`src/rtl/bram_fifo_ctrl_pkg.sv`:
```
// Shared definitions for the BRAM FIFO controller slice.
// Provides default geometry, the output-buffer occupancy type, and the
// read-issue room check that is shared between the top and the buffer.
package bram_fifo_ctrl_pkg;

  localparam int DEF_ABITS = 8;
  localparam int DEF_DBITS = 8;

  // Output buffer holds 0..2 words
  typedef logic [1:0] buf_cnt_t;

  // True when the output buffer can accept one more word after this cycle's
  // pop and any read already in flight. A pop never happens on an empty
  // buffer, so the subtraction cannot underflow.
  function automatic logic room_after_pop(buf_cnt_t buf_cnt, logic inflight, logic pop);
    logic [2:0] occ;
    occ = {1'b0, buf_cnt} + {2'b00, inflight} - {2'b00, pop};
    return occ < 3'd2;
  endfunction

endpackage

```
`src/rtl/bram_fifo_ctrl_if.sv`:
```
// Stream and RAM-port bundle for bram_fifo_ctrl.
// Ports: input stream (in_valid/in_ready/in_data), output stream
// (out_valid/out_ready/out_data), RAM write port, RAM read port, occupancy.
// slave  = the controller's view, master = the environment's view.
interface bram_fifo_ctrl_if
  import bram_fifo_ctrl_pkg::*;
#(
  parameter int ABITS = DEF_ABITS,
  parameter int DBITS = DEF_DBITS
);
  logic             in_valid;
  logic             in_ready;
  logic [DBITS-1:0] in_data;
  logic             out_valid;
  logic             out_ready;
  logic [DBITS-1:0] out_data;
  logic             mem_wr_en;
  logic [ABITS-1:0] mem_wr_addr;
  logic [DBITS-1:0] mem_wr_data;
  logic [ABITS-1:0] mem_rd_addr;
  logic [DBITS-1:0] mem_rd_data;
  logic [ABITS+1:0] count;

  modport slave (
    input  in_valid, in_data, out_ready, mem_rd_data,
    output in_ready, out_valid, out_data,
           mem_wr_en, mem_wr_addr, mem_wr_data, mem_rd_addr, count
  );

  modport master (
    output in_valid, in_data, out_ready, mem_rd_data,
    input  in_ready, out_valid, out_data,
           mem_wr_en, mem_wr_addr, mem_wr_data, mem_rd_addr, count
  );
endinterface

```
`src/rtl/bram_fifo_outbuf.sv`:
```
// Two-entry capture/pop buffer behind the RAM read port.
// Ports: clk, rst; cap_i/cap_data_i capture a RAM read word at the tail;
// pop_i removes the head; head_o/valid_o present the head; buf_count_o is
// the occupancy (0..2). Storage is not reset, only the occupancy.
module bram_fifo_outbuf
  import bram_fifo_ctrl_pkg::*;
#(
  parameter int DBITS = DEF_DBITS
) (
  input  logic             clk,
  input  logic             rst,
  input  logic             cap_i,
  input  logic [DBITS-1:0] cap_data_i,
  input  logic             pop_i,
  output logic [DBITS-1:0] head_o,
  output logic             valid_o,
  output buf_cnt_t         buf_count_o
);

  logic [DBITS-1:0] e0_q, e0_d, e1_q, e1_d;
  buf_cnt_t         cnt_q, cnt_d;

  always_comb begin
    e0_d  = e0_q;
    e1_d  = e1_q;
    cnt_d = cnt_q;
    case (cnt_q)
      2'd0: begin
        if (cap_i) begin
          e0_d  = cap_data_i;
          cnt_d = 2'd1;
        end
      end
      2'd1: begin
        if (cap_i && pop_i) begin
          e0_d = cap_data_i;
        end else if (cap_i) begin
          e1_d  = cap_data_i;
          cnt_d = 2'd2;
        end else if (pop_i) begin
          cnt_d = 2'd0;
        end
      end
      2'd2: begin
        // Capture without pop cannot occur here: reads stop at two words
        if (pop_i) begin
          e0_d = e1_q;
          if (cap_i) e1_d  = cap_data_i;
          else       cnt_d = 2'd1;
        end
      end
      default: cnt_d = 2'd0;
    endcase
  end

  always_ff @(posedge clk) begin
    e0_q <= e0_d;
    e1_q <= e1_d;
  end

  always_ff @(posedge clk) begin
    if (rst) cnt_q <= 2'd0;
    else     cnt_q <= cnt_d;
  end

  assign head_o      = e0_q;
  assign valid_o     = (cnt_q != 2'd0);
  assign buf_count_o = cnt_q;

endmodule

```
`src/rtl/bram_fifo_ctrl.sv`:
```
// Stream-to-BRAM FIFO controller in front of a simple dual-port RAM with a
// registered, non-transparent, 1-cycle read port.
// Ports: clk, rst (sync, active-high); bus (slave) carries the input stream,
// output stream, RAM write port, RAM read port and total occupancy count.
module bram_fifo_ctrl
  import bram_fifo_ctrl_pkg::*;
#(
  parameter int ABITS = DEF_ABITS,
  parameter int DBITS = DEF_DBITS
) (
  input  logic           clk,
  input  logic           rst,
  bram_fifo_ctrl_if.slave bus
);

  localparam int               DEPTH     = 2 ** ABITS;
  localparam logic [ABITS:0]   DEPTH_CNT = {1'b1, {ABITS{1'b0}}};
  localparam logic [ABITS-1:0] PTR_ONE   = {{(ABITS-1){1'b0}}, 1'b1};
  localparam logic [ABITS:0]   CNT_ONE   = {{ABITS{1'b0}}, 1'b1};

  logic [ABITS-1:0] wr_ptr_q, wr_ptr_d, rd_ptr_q, rd_ptr_d;
  logic [ABITS:0]   mem_count_q, mem_count_d;
  logic             inflight_q, inflight_d;
  logic             push, pop, rd_issue;
  buf_cnt_t         buf_count;
  logic             buf_valid;
  logic [DBITS-1:0] buf_head;

  assign bus.in_ready = !rst && (mem_count_q != DEPTH_CNT);
  assign push         = bus.in_valid && bus.in_ready;
  assign pop          = buf_valid && bus.out_ready;

  // mem_count only covers words already written, so a word pushed this
  // cycle is never read at the address being written this cycle.
  assign rd_issue = (mem_count_q != '0) && room_after_pop(buf_count, inflight_q, pop);

  always_comb begin
    wr_ptr_d    = push     ? wr_ptr_q + PTR_ONE : wr_ptr_q;
    rd_ptr_d    = rd_issue ? rd_ptr_q + PTR_ONE : rd_ptr_q;
    inflight_d  = rd_issue;
    mem_count_d = mem_count_q;
    case ({push, rd_issue})
      2'b10:   mem_count_d = mem_count_q + CNT_ONE;
      2'b01:   mem_count_d = mem_count_q - CNT_ONE;
      default: mem_count_d = mem_count_q;
    endcase
  end

  // Stage boundary: RAM address issue -> RAM data return
  always_ff @(posedge clk) begin
    if (rst) begin
      wr_ptr_q    <= '0;
      rd_ptr_q    <= '0;
      mem_count_q <= '0;
      inflight_q  <= 1'b0;
    end else begin
      wr_ptr_q    <= wr_ptr_d;
      rd_ptr_q    <= rd_ptr_d;
      mem_count_q <= mem_count_d;
      inflight_q  <= inflight_d;
    end
  end

  // Stage boundary: RAM data return -> output buffer
  bram_fifo_outbuf #(.DBITS(DBITS)) u_outbuf (
    .clk        (clk),
    .rst        (rst),
    .cap_i      (inflight_q),
    .cap_data_i (bus.mem_rd_data),
    .pop_i      (pop),
    .head_o     (buf_head),
    .valid_o    (buf_valid),
    .buf_count_o(buf_count)
  );

  assign bus.mem_wr_en   = push;
  assign bus.mem_wr_addr = wr_ptr_q;
  assign bus.mem_wr_data = bus.in_data;
  assign bus.mem_rd_addr = rd_ptr_q;
  assign bus.out_valid   = buf_valid;
  assign bus.out_data    = buf_head;
  assign bus.count       = {1'b0, mem_count_q}
                         + {{(ABITS+1){1'b0}}, inflight_q}
                         + {{ABITS{1'b0}}, buf_count};

endmodule

```
`src/flat_wrapper.sv`:
```
// flat-port wrapper written by rule: the top's interface ports become plain ports
module bram_fifo_ctrl_flat import bram_fifo_ctrl_pkg::*;
#(
  parameter int ABITS = DEF_ABITS,
  parameter int DBITS = DEF_DBITS
)
  (clk, rst, bus_in_valid, bus_in_data, bus_out_ready, bus_mem_rd_data, bus_in_ready, bus_out_valid, bus_out_data, bus_mem_wr_en, bus_mem_wr_addr, bus_mem_wr_data, bus_mem_rd_addr, bus_count);
  bram_fifo_ctrl_if #(.ABITS(ABITS), .DBITS(DBITS)) bus_i ();
  input  logic clk;
  input  logic rst;
  input wire logic [$bits(bus_i.in_valid)-1:0] bus_in_valid;
  input wire logic [$bits(bus_i.in_data)-1:0] bus_in_data;
  input wire logic [$bits(bus_i.out_ready)-1:0] bus_out_ready;
  input wire logic [$bits(bus_i.mem_rd_data)-1:0] bus_mem_rd_data;
  output wire logic [$bits(bus_i.in_ready)-1:0] bus_in_ready;
  output wire logic [$bits(bus_i.out_valid)-1:0] bus_out_valid;
  output wire logic [$bits(bus_i.out_data)-1:0] bus_out_data;
  output wire logic [$bits(bus_i.mem_wr_en)-1:0] bus_mem_wr_en;
  output wire logic [$bits(bus_i.mem_wr_addr)-1:0] bus_mem_wr_addr;
  output wire logic [$bits(bus_i.mem_wr_data)-1:0] bus_mem_wr_data;
  output wire logic [$bits(bus_i.mem_rd_addr)-1:0] bus_mem_rd_addr;
  output wire logic [$bits(bus_i.count)-1:0] bus_count;
  assign bus_i.in_valid = bus_in_valid;
  assign bus_i.in_data = bus_in_data;
  assign bus_i.out_ready = bus_out_ready;
  assign bus_i.mem_rd_data = bus_mem_rd_data;
  assign bus_in_ready = bus_i.in_ready;
  assign bus_out_valid = bus_i.out_valid;
  assign bus_out_data = bus_i.out_data;
  assign bus_mem_wr_en = bus_i.mem_wr_en;
  assign bus_mem_wr_addr = bus_i.mem_wr_addr;
  assign bus_mem_wr_data = bus_i.mem_wr_data;
  assign bus_mem_rd_addr = bus_i.mem_rd_addr;
  assign bus_count = bus_i.count;
  bram_fifo_ctrl #(.ABITS(ABITS), .DBITS(DBITS)) u_core (.clk(clk), .rst(rst), .bus(bus_i));
endmodule
```
`config.mk`:
```
export PLATFORM = sky130hd
export DESIGN_NAME = bram_fifo_ctrl_flat
export DESIGN_NICKNAME = d
export VERILOG_FILES = /design/src/rtl/bram_fifo_ctrl_pkg.sv /design/src/rtl/bram_fifo_ctrl_if.sv /design/src/rtl/bram_fifo_outbuf.sv /design/src/rtl/bram_fifo_ctrl.sv /design/src/flat_wrapper.sv
export SDC_FILE = /design/constraint.sdc
export NUM_CORES = 1
export LEC_CHECK = 0
export BUFFER_PORTS_ARGS = -buffer_cell sky130_fd_sc_hd__buf_2
export CAP_MARGIN = 20
export CORE_MARGIN = 2
export CORE_UTILIZATION = 48
export CTS_CLUSTER_SIZE = 20
export DETAILED_ROUTE_END_ITERATION = 8
export GPL_TIMING_DRIVEN = 0
export PLACE_DENSITY = 0.77
export SKIP_CTS_REPAIR_TIMING = 1
export SLEW_MARGIN = 20
export SYNTH_ARGS = -nofsm -noshare
export SYNTH_HDL_FRONTEND = slang
export SYNTH_SLANG_ARGS = --single-unit
```
`constraint.sdc`:
```
create_clock -name clk -period 4.2 [get_ports clk]
set_input_delay 0.84 -clock clk [delete_from_list [all_inputs] [get_ports clk]]
set_output_delay 0.84 -clock clk [all_outputs]
set_load 0.02 [all_outputs]
```
Word-level counts from Yosys, hierarchy flattened
Cells that the tools add are included.

operators by class
  reduce and logical (&&, ||, !) cells = 15
  magnitude comparators = 1
  add/sub/neg operators = 8
  mux-type cells = 16
  equal/unequal tests = 11

operators by type and width
  operator               number
  $mux W8                6
  $pmux W8 S3            1
  $pmux W9 S2            1
  $add A8 B1 Y8 const B  2
  $pmux W8 S2            1
  $mux W2                6
  $add A10 B2 Y10        1
  $add A9 B1 Y10         1
  $add A9 B1 Y9 const B  1
  $ne A9 B9 Y1 const B   1
  $reduce_bool A9 Y1     1
  $sub A9 B1 Y9 const B  1
  $ne A2 B2 Y1 const B   3
  $pmux W2 S3            1
  $reduce_bool A2 Y1     3
  $logic_and A1 B1 Y1    5
  $reduce_and A5 Y1      1
  $eq A2 B1 Y1 const B   2
  $eq A2 B2 Y1 const B   2
  $ne A2 B1 Y1 const B   2
  $reduce_and A4 Y1      1
  $add A2 B1 Y3          1
  $lt A3 B2 Y1 const B   1
  $ne A3 B1 Y1 const B   1
  other kinds (5)        5

storage, ports and cells
  output and inout port bits = 45
  input port bits = 20
  register bits after elaboration = 44
  logic and storage cells = 58

Depth between registers and ports, before layout
Gate-level depths: netlist of run 1.

  depth after elaboration = 7
  mapped depth = 16
  depth with buffers taken out = 16

Cells and area by module
Synthesis of run 1 repeated with hierarchy kept, for this count alone.

unflattened totals
  cell total of the unflattened synthesis = 243
  area, all modules = 2468.6 um^2

modules (own cells, without submodules)
  module            seq. area each (um^2)  area an instance (um^2)  cells an instance  times used
  bram_fifo_ctrl    520.5                  1737.9                   197                1
  bram_fifo_outbuf  520.5                  730.7                    46                 1

Worst setup path before layout of run 1
OpenSTA, ideal clock, no wires.

  path type = input to register
  start = input port bus_out_ready
  end = register u_core.mem_count_q[8]
  required time = 4.079 ns
  cell stages on the path = 15
  buffers on the path = 0
  arrival time = 4.011 ns
  path slack = 0.068 ns
  cell sequence = and2_1 -> ha_1 -> nand2b_1 -> fa_1 -> xnor2_1 -> o311ai_4 -> inv_4 -> ha_1 -> inv_1 -> fa_1 -> nand2b_1 -> a21oi_1 -> o22ai_1 -> mux2i_1 -> mux2_2

between the ends
  cells in the longest elaborated chain, start to end = 6

ends and longest elaborated chain
  element                                            line                      text
  from (decl)                                        flat_wrapper.sv:13        input wire logic [$bits(bus_i.out_ready)-1:0] bus_out_ready;
  $logic_and A1 B1 Y1 *                              bram_fifo_ctrl.sv:31      assign pop = buf_valid && bus.out_ready;
  $sub A3 B1 Y3 *                                    bram_fifo_ctrl_pkg.sv:17  occ = {1'b0, buf_cnt} + {2'b00, inflight} - {2'b00, pop};
  $lt A3 B2 Y1 *                                     bram_fifo_ctrl_pkg.sv:18  return occ < 3'd2;
  $logic_and A1 B1 Y1 *                              bram_fifo_ctrl.sv:35      assign rd_issue = (mem_count_q != '0) && room_after_pop(buf_count, inflight_q, pop);
  named net u_core.inflight_d                        bram_fifo_ctrl.sv:23      logic inflight_q, inflight_d;
  $eq A2 B1 Y1 or $eq A2 B2 Y1 (tied branches)       bram_fifo_ctrl.sv:42      case ({push, rd_issue})
  $pmux W9 S2 or $reduce_bool A2 Y1 (tied branches)  n/a
  to (signal assigned)                               bram_fifo_ctrl.sv:59      mem_count_q <= mem_count_d;
  to (decl)                                          bram_fifo_ctrl.sv:22      logic [ABITS:0] mem_count_q, mem_count_d;

The timed path passes the listed nets; every way through them passes the cells marked *.
A chain may end at the register's enable or synchronous reset.

Worst setup path in the final report of run 1
  start = register u_core.u_outbuf.cnt_q[1], in the netlist u_core.u_outbuf.buf_count_o[1]
  end = register u_core.mem_count_q[8]

between the ends
  cells in the longest elaborated chain, start to end = 7

ends and longest elaborated chain
  element                                                line                      text
  from (decl)                                            bram_fifo_outbuf.sv:21    buf_cnt_t cnt_q, cnt_d;
  from (signal assigned)                                 bram_fifo_outbuf.sv:63    else cnt_q <= cnt_d;
  branches (longest 2 deep; another with $add A2 B1 Y3)  n/a
  $sub A3 B1 Y3 *                                        bram_fifo_ctrl_pkg.sv:17
  $lt A3 B2 Y1 *                                         bram_fifo_ctrl_pkg.sv:18
  $logic_and A1 B1 Y1 *                                  bram_fifo_ctrl.sv:35
  named net u_core.inflight_d                            bram_fifo_ctrl.sv:23
  $eq A2 B1 Y1 or $eq A2 B2 Y1 (tied branches)           bram_fifo_ctrl.sv:42
  $pmux W9 S2 or $reduce_bool A2 Y1 (tied branches)      n/a

Mark *: on every way through the listed nets, which the timed path passes.

==> metrics.txt, run 1 <==
internal power about 1300 uW; post-layout power approximately 2300 uW; Post-synth EDFFs 16; area of the die 5740 um^2; Max clock buf depth 2; Critical Path RT 4.40 ns; Peak Freq about 0.25 GHz; Starting Density 0.491; status completed; Pleak 0.00131 uW; die height approximately 76 um; Clk pin slew, worst setup/hold paths around 0.090 ns; Clock Skew between 0.003 and 0.004 ns; global-route wire length before repair about 8.1 mm; max-slew violation count 0; Num CTS Buffers 5; router iterations before antenna repair 4; area leader, netlist dfxtp_1; Yosys reg bits 44; pin count of the biggest net entering global routing 16; top-area cell type share of the netlist area 0.227; clk sinks 44; most common flop cell mapped by yosys dfxtp_1; Mapped Avg Cell Area 9.78 um^2; post-synthesis sequential area ratio 0.421; synth unique cells 47; Overall Global Routing Usage 0.184; Max Cap Viol 0; critical path cell sequence or2_2 > and2_1 > ha_1 > nand2b_1 > fa_1 > xnor2_2 > o311ai_4 > inv_4 > ha_4 > inv_1 > fa_1 > nand2b_1 > a21oi_2 > o22ai_2 > mux2i_1 > mux2_2; Post-Syn Nets 290; Finished Cell Area between 2000 and 3000 um^2; crit path launch type register; switching share of power 0.436; Vias/cell about 5.3; CP Capture Type register; pwr/cell area about 760 nW/um^2; Area Overhead vs Synth 21.2%; slew of the pin with the lowest slew margin between 0.7 and 0.8 ns; peak supply drop between 0.4 and 0.5 mV; hold slack 0.507 ns; Final Wtd Congestion around 0.86; final core utilization 0.595; via count approximately 2,000; Mapped Area approximately 2500 um^2; sequential fraction of design power 0.281; initial antenna violation count 0; Initial DRC Count ~110; top-count cell post-synth nor2_1; gr ovfl total 0; Clk pwr share 0.147; CTS H-tree lvls 2; Arr. time, crit path roughly 4.2 ns; Setup CP Type reg -> reg; Rel. slew slack 0.502; final antenna-violating net count 0; share of layout cells above drive strength 1 0.308; Post-DP HPWL 3.67 mm; Worst path slowest cell fa_1; Final Hold Fails 0; RSZ-0062 raised after global routing false; Final setup viols 0; synthesized netlist cell count approximately 250; nets@finish roughly 350; Comb pwr share 0.573; DRC viols 0; clk root buf clkbuf_8; crit-path max FO 9; Setup TNS 0 ns; Placed Area about 2800 um^2; largest stage delay on the critical path between 0.4 and 0.5 ns; Cell Rows 26; ant diodes 0; wire per inst approximately 13 um; CTS tree yes; wirelength, routed between 4 and 5 mm; Async S/R FF share, synth 0; period utilization 0.959; NetSw between 900 and 1000 uW; synth cell count leaders nor2_1 (30), dfxtp_1 (28), edfxtp_1 (16); Syn. warnings 0; I/O pin count between 60 and 70; Skew-Pair Late Insertion Delay 0.30 ns; Worst Hold Class reg -> reg; synth top area cells dfxtp_1 (23%), edfxtp_1 (19%), ha_1 (6.6%); chip width ~76 um; core area slightly above 5000 um^2; vias in the first global route between 1,500 and 2,000; final critical-path required period slightly above 4 ns; port buffer count 56
==> state kept, by name, summed over array words and instances, names as in the netlist <==
name,cells
u_core.u_outbuf.head_o,8
u_core.inflight_q,1
u_core.u_outbuf.e1_q,8
u_core.u_outbuf.buf_count_o,2
u_core.bus.mem_rd_addr,8
u_core.bus.mem_wr_addr,8
u_core.mem_count_q,9
==> area by class of cell <==
| class | instances | area, um^2 |
|---|---|---|
| clock buffers | 5 | 68.8 |
| repair buffers | 57 | 288 |
| clock inverters | 3 | 46.3 |
| inverters | 11 | 43.8 |
| multi-input cells | 181 | 1320 |
| flip-flops and latches | 44 | 1040 |
| well taps | 70 | 87.6 |
| plain buffers | 17 | 101 |
| fillers | 429 | 2040 |
==> worst paths after layout <==
check	start	end	slack, ns	cells after the start
min reg2reg	u_core.bus.mem_rd_addr[1]	u_core.bus.mem_rd_addr[1]	0.51	2
max	u_core.u_outbuf.buf_count_o[1]	u_core.mem_count_q[8]	0.17	16
min	u_core.bus.mem_rd_addr[1]	u_core.bus.mem_rd_addr[1]	0.51	2
max reg2reg	u_core.u_outbuf.buf_count_o[1]	u_core.mem_count_q[8]	0.17	16
==> metal layers <==
metal | global-route usage | vias to the layer above | part of all wire | routed length (um)
li1 | - | 1008 | - | -
met1 | 0.224 | 952 | 0.44 | 2200
met5 | 0 | - | 0 | 0
met4 | 0.0663 | 0 | 0.013 | 63
met2 | 0.319 | 70 | 0.48 | 2390
met3 | 0.0384 | 7 | 0.059 | 294
==> cell families after synthesis <==
logic type | count (synthesis) | share of synthesized area
buffers and inverters | 28 | 0.0587
AO/OA/AOI/OAI | 41 | 0.111
multiplexers | 10 | 0.0450
AND/OR/NAND/NOR | 91 | 0.188
adder cells (fa/ha/maj) | 17 | 0.0981
flip-flops | 44 | 0.421
XOR/XNOR | 22 | 0.0779
==> per-stage QoR <==
step	instances	worst slack, ns
global route	388	0.0118
global placement	379	-0.476
CTS	387	-0.375
detailed placement	379	-0.535
finish	388	0.172
floorplan	253	0.0680
==> critical path: cells and delay by family (launching register included) <==
family / cells / cell delay [ns]
adder cells (fa/ha/maj): 4 / 1.28
XOR/XNOR: 1 / 0.19
AND/OR/NAND/NOR: 4 / 0.84
flip-flops: 1 / 0.40
multiplexers: 2 / 0.51
AO/OA/AOI/OAI: 3 / 0.49
buffers and inverters: 2 / 0.20
==> power groups by stage <==
stage	clock network (uW)	logic, uW	registers (uW)
2_1_floorplan	0	922	676
3_3_place_gp	0	1210	643
3_5_place_dp	0	1240	646
4_1_cts	339	1250	637
5_1_grt	356	1440	653
6_report	332	1300	637
==> cells in the final DEF, fill, tap and decap left out, types with 9 or more instances in the layout <==
cell type / netlist / layout
edfxtp_1: 16 / 16
dfxtp_1: 28 / 27
xor2_1: 11 / 11
o21ai_0: 11 / 10
ha_1: 13 / 12
buf_2: 0 / 56
nand2_1: 15 / 15
xnor2_1: 11 / 10
mux2_2: 9 / 9
a21oi_1: 11 / 10
buf_4: 8 / 9
inv_1: 10 / 10
nor2_1: 30 / 30
Note: power is estimated with default switching activity, not from simulation.
==> run 2: changes to the inputs <==
--- a/config.mk
+++ b/config.mk
@@ -9,6 +9,7 @@
 export CAP_MARGIN = 20
 export CORE_MARGIN = 2
 export CORE_UTILIZATION = 48
+export CTS_BUF_LIST = sky130_fd_sc_hd__clkbuf_16
 export CTS_CLUSTER_SIZE = 20
 export DETAILED_ROUTE_END_ITERATION = 8
 export GPL_TIMING_DRIVEN = 0
==> run 2 against run 1 <==
Critical path depth unchanged; critical endpoint unchanged; largest power group unchanged; die area unchanged; cell area up 1.9%; total power rose by 5.3%; combinational power hardly changed.
==> metrics.txt, run 2 (same netlist as run 1, synthesis figures left out) <==
I/O pin count 65 (unchanged); Critical Path RT 4.38 ns (-0.02 ns); Worst Hold Class reg -> reg; max-slew violation count 0 (unchanged); vias in the first global route 1,861 (-1.2%); slew of the pin with the lowest slew margin 0.746 ns (-0.00118 ns); global-route wire length before repair 8.02 mm (-0.52%); Max clock buf depth 2 (unchanged); CP Capture Type register; Setup CP Type reg -> reg; Worst path slowest cell fa_1; Sequential Area 1040 um^2 (unchanged); port buffer count 56 (unchanged); initial antenna violation count 0 (unchanged); share of layout cells above drive strength 1 0.308 (unchanged); Hold Path End u_core.bus.mem_rd_addr[4]; Arr. time, crit path 4.22 ns (about the same); Peak Freq 0.248 GHz (-0.19%); crit path launch type register; Num CTS Buffers 5 (unchanged); Rel. slew slack 0.502 (+0.000784); CP startpoint u_core.u_outbuf.buf_count_o[1]; area of the die 5740 um^2 (unchanged); clk root buf clkbuf_16; nets@finish 354 (unchanged); Skew-Pair Late Insertion Delay 0.29 ns (about the same); pwr/cell area 782 nW/um^2 (+3.3%); peak supply drop 0.498 mV (-0.16%); Overall Global Routing Usage 0.184 (+0.000827); Final Hold Fails 0 (unchanged); chip width 75.8 um (unchanged); via count 2,027 (-0.49%); multi-input logic area 1320 um^2 (unchanged); router iterations before antenna repair 4 (unchanged); ant diodes 0 (unchanged); crit-path max FO 9 (unchanged); setup slack after layout 0.165 ns (-0.00767 ns); Final Wtd Congestion 0.860 (unchanged); clk sinks 44 (unchanged); CTS tree yes; max reg flops 9 (unchanged); Placed Area 2840 um^2 (unchanged); critical path cell sequence or2_2 > and2_1 > ha_1 > nand2b_1 > fa_1 > xnor2_2 > o311ai_4 > inv_4 > ha_4 > inv_1 > fa_1 > nand2b_1 > a21oi_2 > o22ai_2 > mux2i_1 > mux2_2; reg-to-reg setup timing slack 0.16 ns (about the same); Post-DP HPWL 3.67 mm (unchanged); # fillers 414 (-3.5%); die height 75.8 um (unchanged); gr ovfl total 0 (unchanged); Initial DRC Count 98 (-13%); DRC viols 0 (unchanged); Max Cap Viol 0 (unchanged); R2R Path End u_core.mem_count_q[8]; Clk pin slew, worst setup/hold paths 0.06 ns (-0.03 ns); Starting Density 0.491 (unchanged); RSZ-0062 raised after global routing false; Vias/cell 5.22 (-0.49%); wire per inst 12.7 um (-0.73%); pin count of the biggest net entering global routing 16 (unchanged); most frequent cells in the layout buf_2 (56), nor2_1 (30), dfxtp_1 (27); dpl ws -0.535 ns (unchanged); final antenna-violating net count 0 (unchanged); Biggest register u_core.mem_count_q; worst r2r src u_core.u_outbuf.buf_count_o[1]; Cell Rows 26 (unchanged); CTS H-tree lvls 2 (unchanged); core area 5040 um^2 (unchanged); largest stage delay on the critical path 0.42 ns (about the same); Pleak 0.00134 uW (+2.0%); Worst Reg-to-Reg Cells 16 (unchanged); Clock Skew 0.00153 ns (-0.00210 ns); most common cell after layout, fill and taps aside buf_2; final critical-path required period 4.04 ns (+0.00767 ns); Finished Cell Area 3050 um^2 (+1.9%); Final setup viols 0 (unchanged); period utilization 0.961 (+0.00183); Area Overhead vs Synth 23.5%; wirelength, routed 4.91 mm (-0.73%); HP Start u_core.bus.mem_rd_addr[4]; hold depth 2 (unchanged); status completed
run 2: cell types whose count changed in the layout (fill, tap and decap cells not counted):
cell	change
clkbuf_8	-5
clkbuf_16	+5
run 2: worst max path at each step:
stage                                       end  slack, ns  depth (start not counted)
final                     u_core.mem_count_q[8]       0.16                         16
after global routing      u_core.mem_count_q[8]      0.002                         16
after CTS                 u_core.mem_count_q[8]      -0.37                         16
after detailed placement  u_core.mem_count_q[8]      -0.53                         16
after global placement    u_core.mem_count_q[8]      -0.48                         16
after floorplan           u_core.mem_count_q[8]       0.07                         15
run 2: critical path: cells and delay by family, from the launching register on:
family | cells | cell delay [ns]
fa+ha+maj | 4 | 1.28
simple gates | 4 | 0.85
mux | 2 | 0.51
compound gates | 3 | 0.50
flops | 1 | 0.39
buf+inv | 2 | 0.20
xor+xnor | 1 | 0.19
run 2: area by class of cell:
cell class | instances | area share
clock buffer | 5 | 0.0410
inverter | 11 | 0.0143
multi-input combinational | 181 | 0.431
tap | 70 | 0.0287
timing repair buffer | 57 | 0.0942
sequential | 44 | 0.342
buffer | 17 | 0.0332
clock inverter | 3 | 0.0152
run 2: layer usage:
metal | global-route usage | share of wire | vias up
li1 | - | - | 1007
met1 | 0.225 | 0.44 | 940
met5 | 0 | 0 | -
met3 | 0.0370 | 0.058 | 9
met4 | 0.0741 | 0.015 | 0
met2 | 0.317 | 0.49 | 71
run 2: where the power goes:
group | total, uW | switching [uW] | internal (uW)
Sequential | 638 | 86.3 | 551
Clock | 451 | 169 | 282
Combinational | 1300 | 748 | 551
run 2: through the flow:
step	setup TNS [ns]	utilization	instances	power (uW)	hold slack (ns)
finish	0	0.606	388	2390	0.506
global route	0	0.606	388	2580	0.540
CTS	-0.522	0.598	387	2350	0.505
detailed placement	-1.13	0.564	379	1890	0.497
global placement	-0.835	0.564	379	1850	0.483
floorplan	0	-	253	1600	0.520
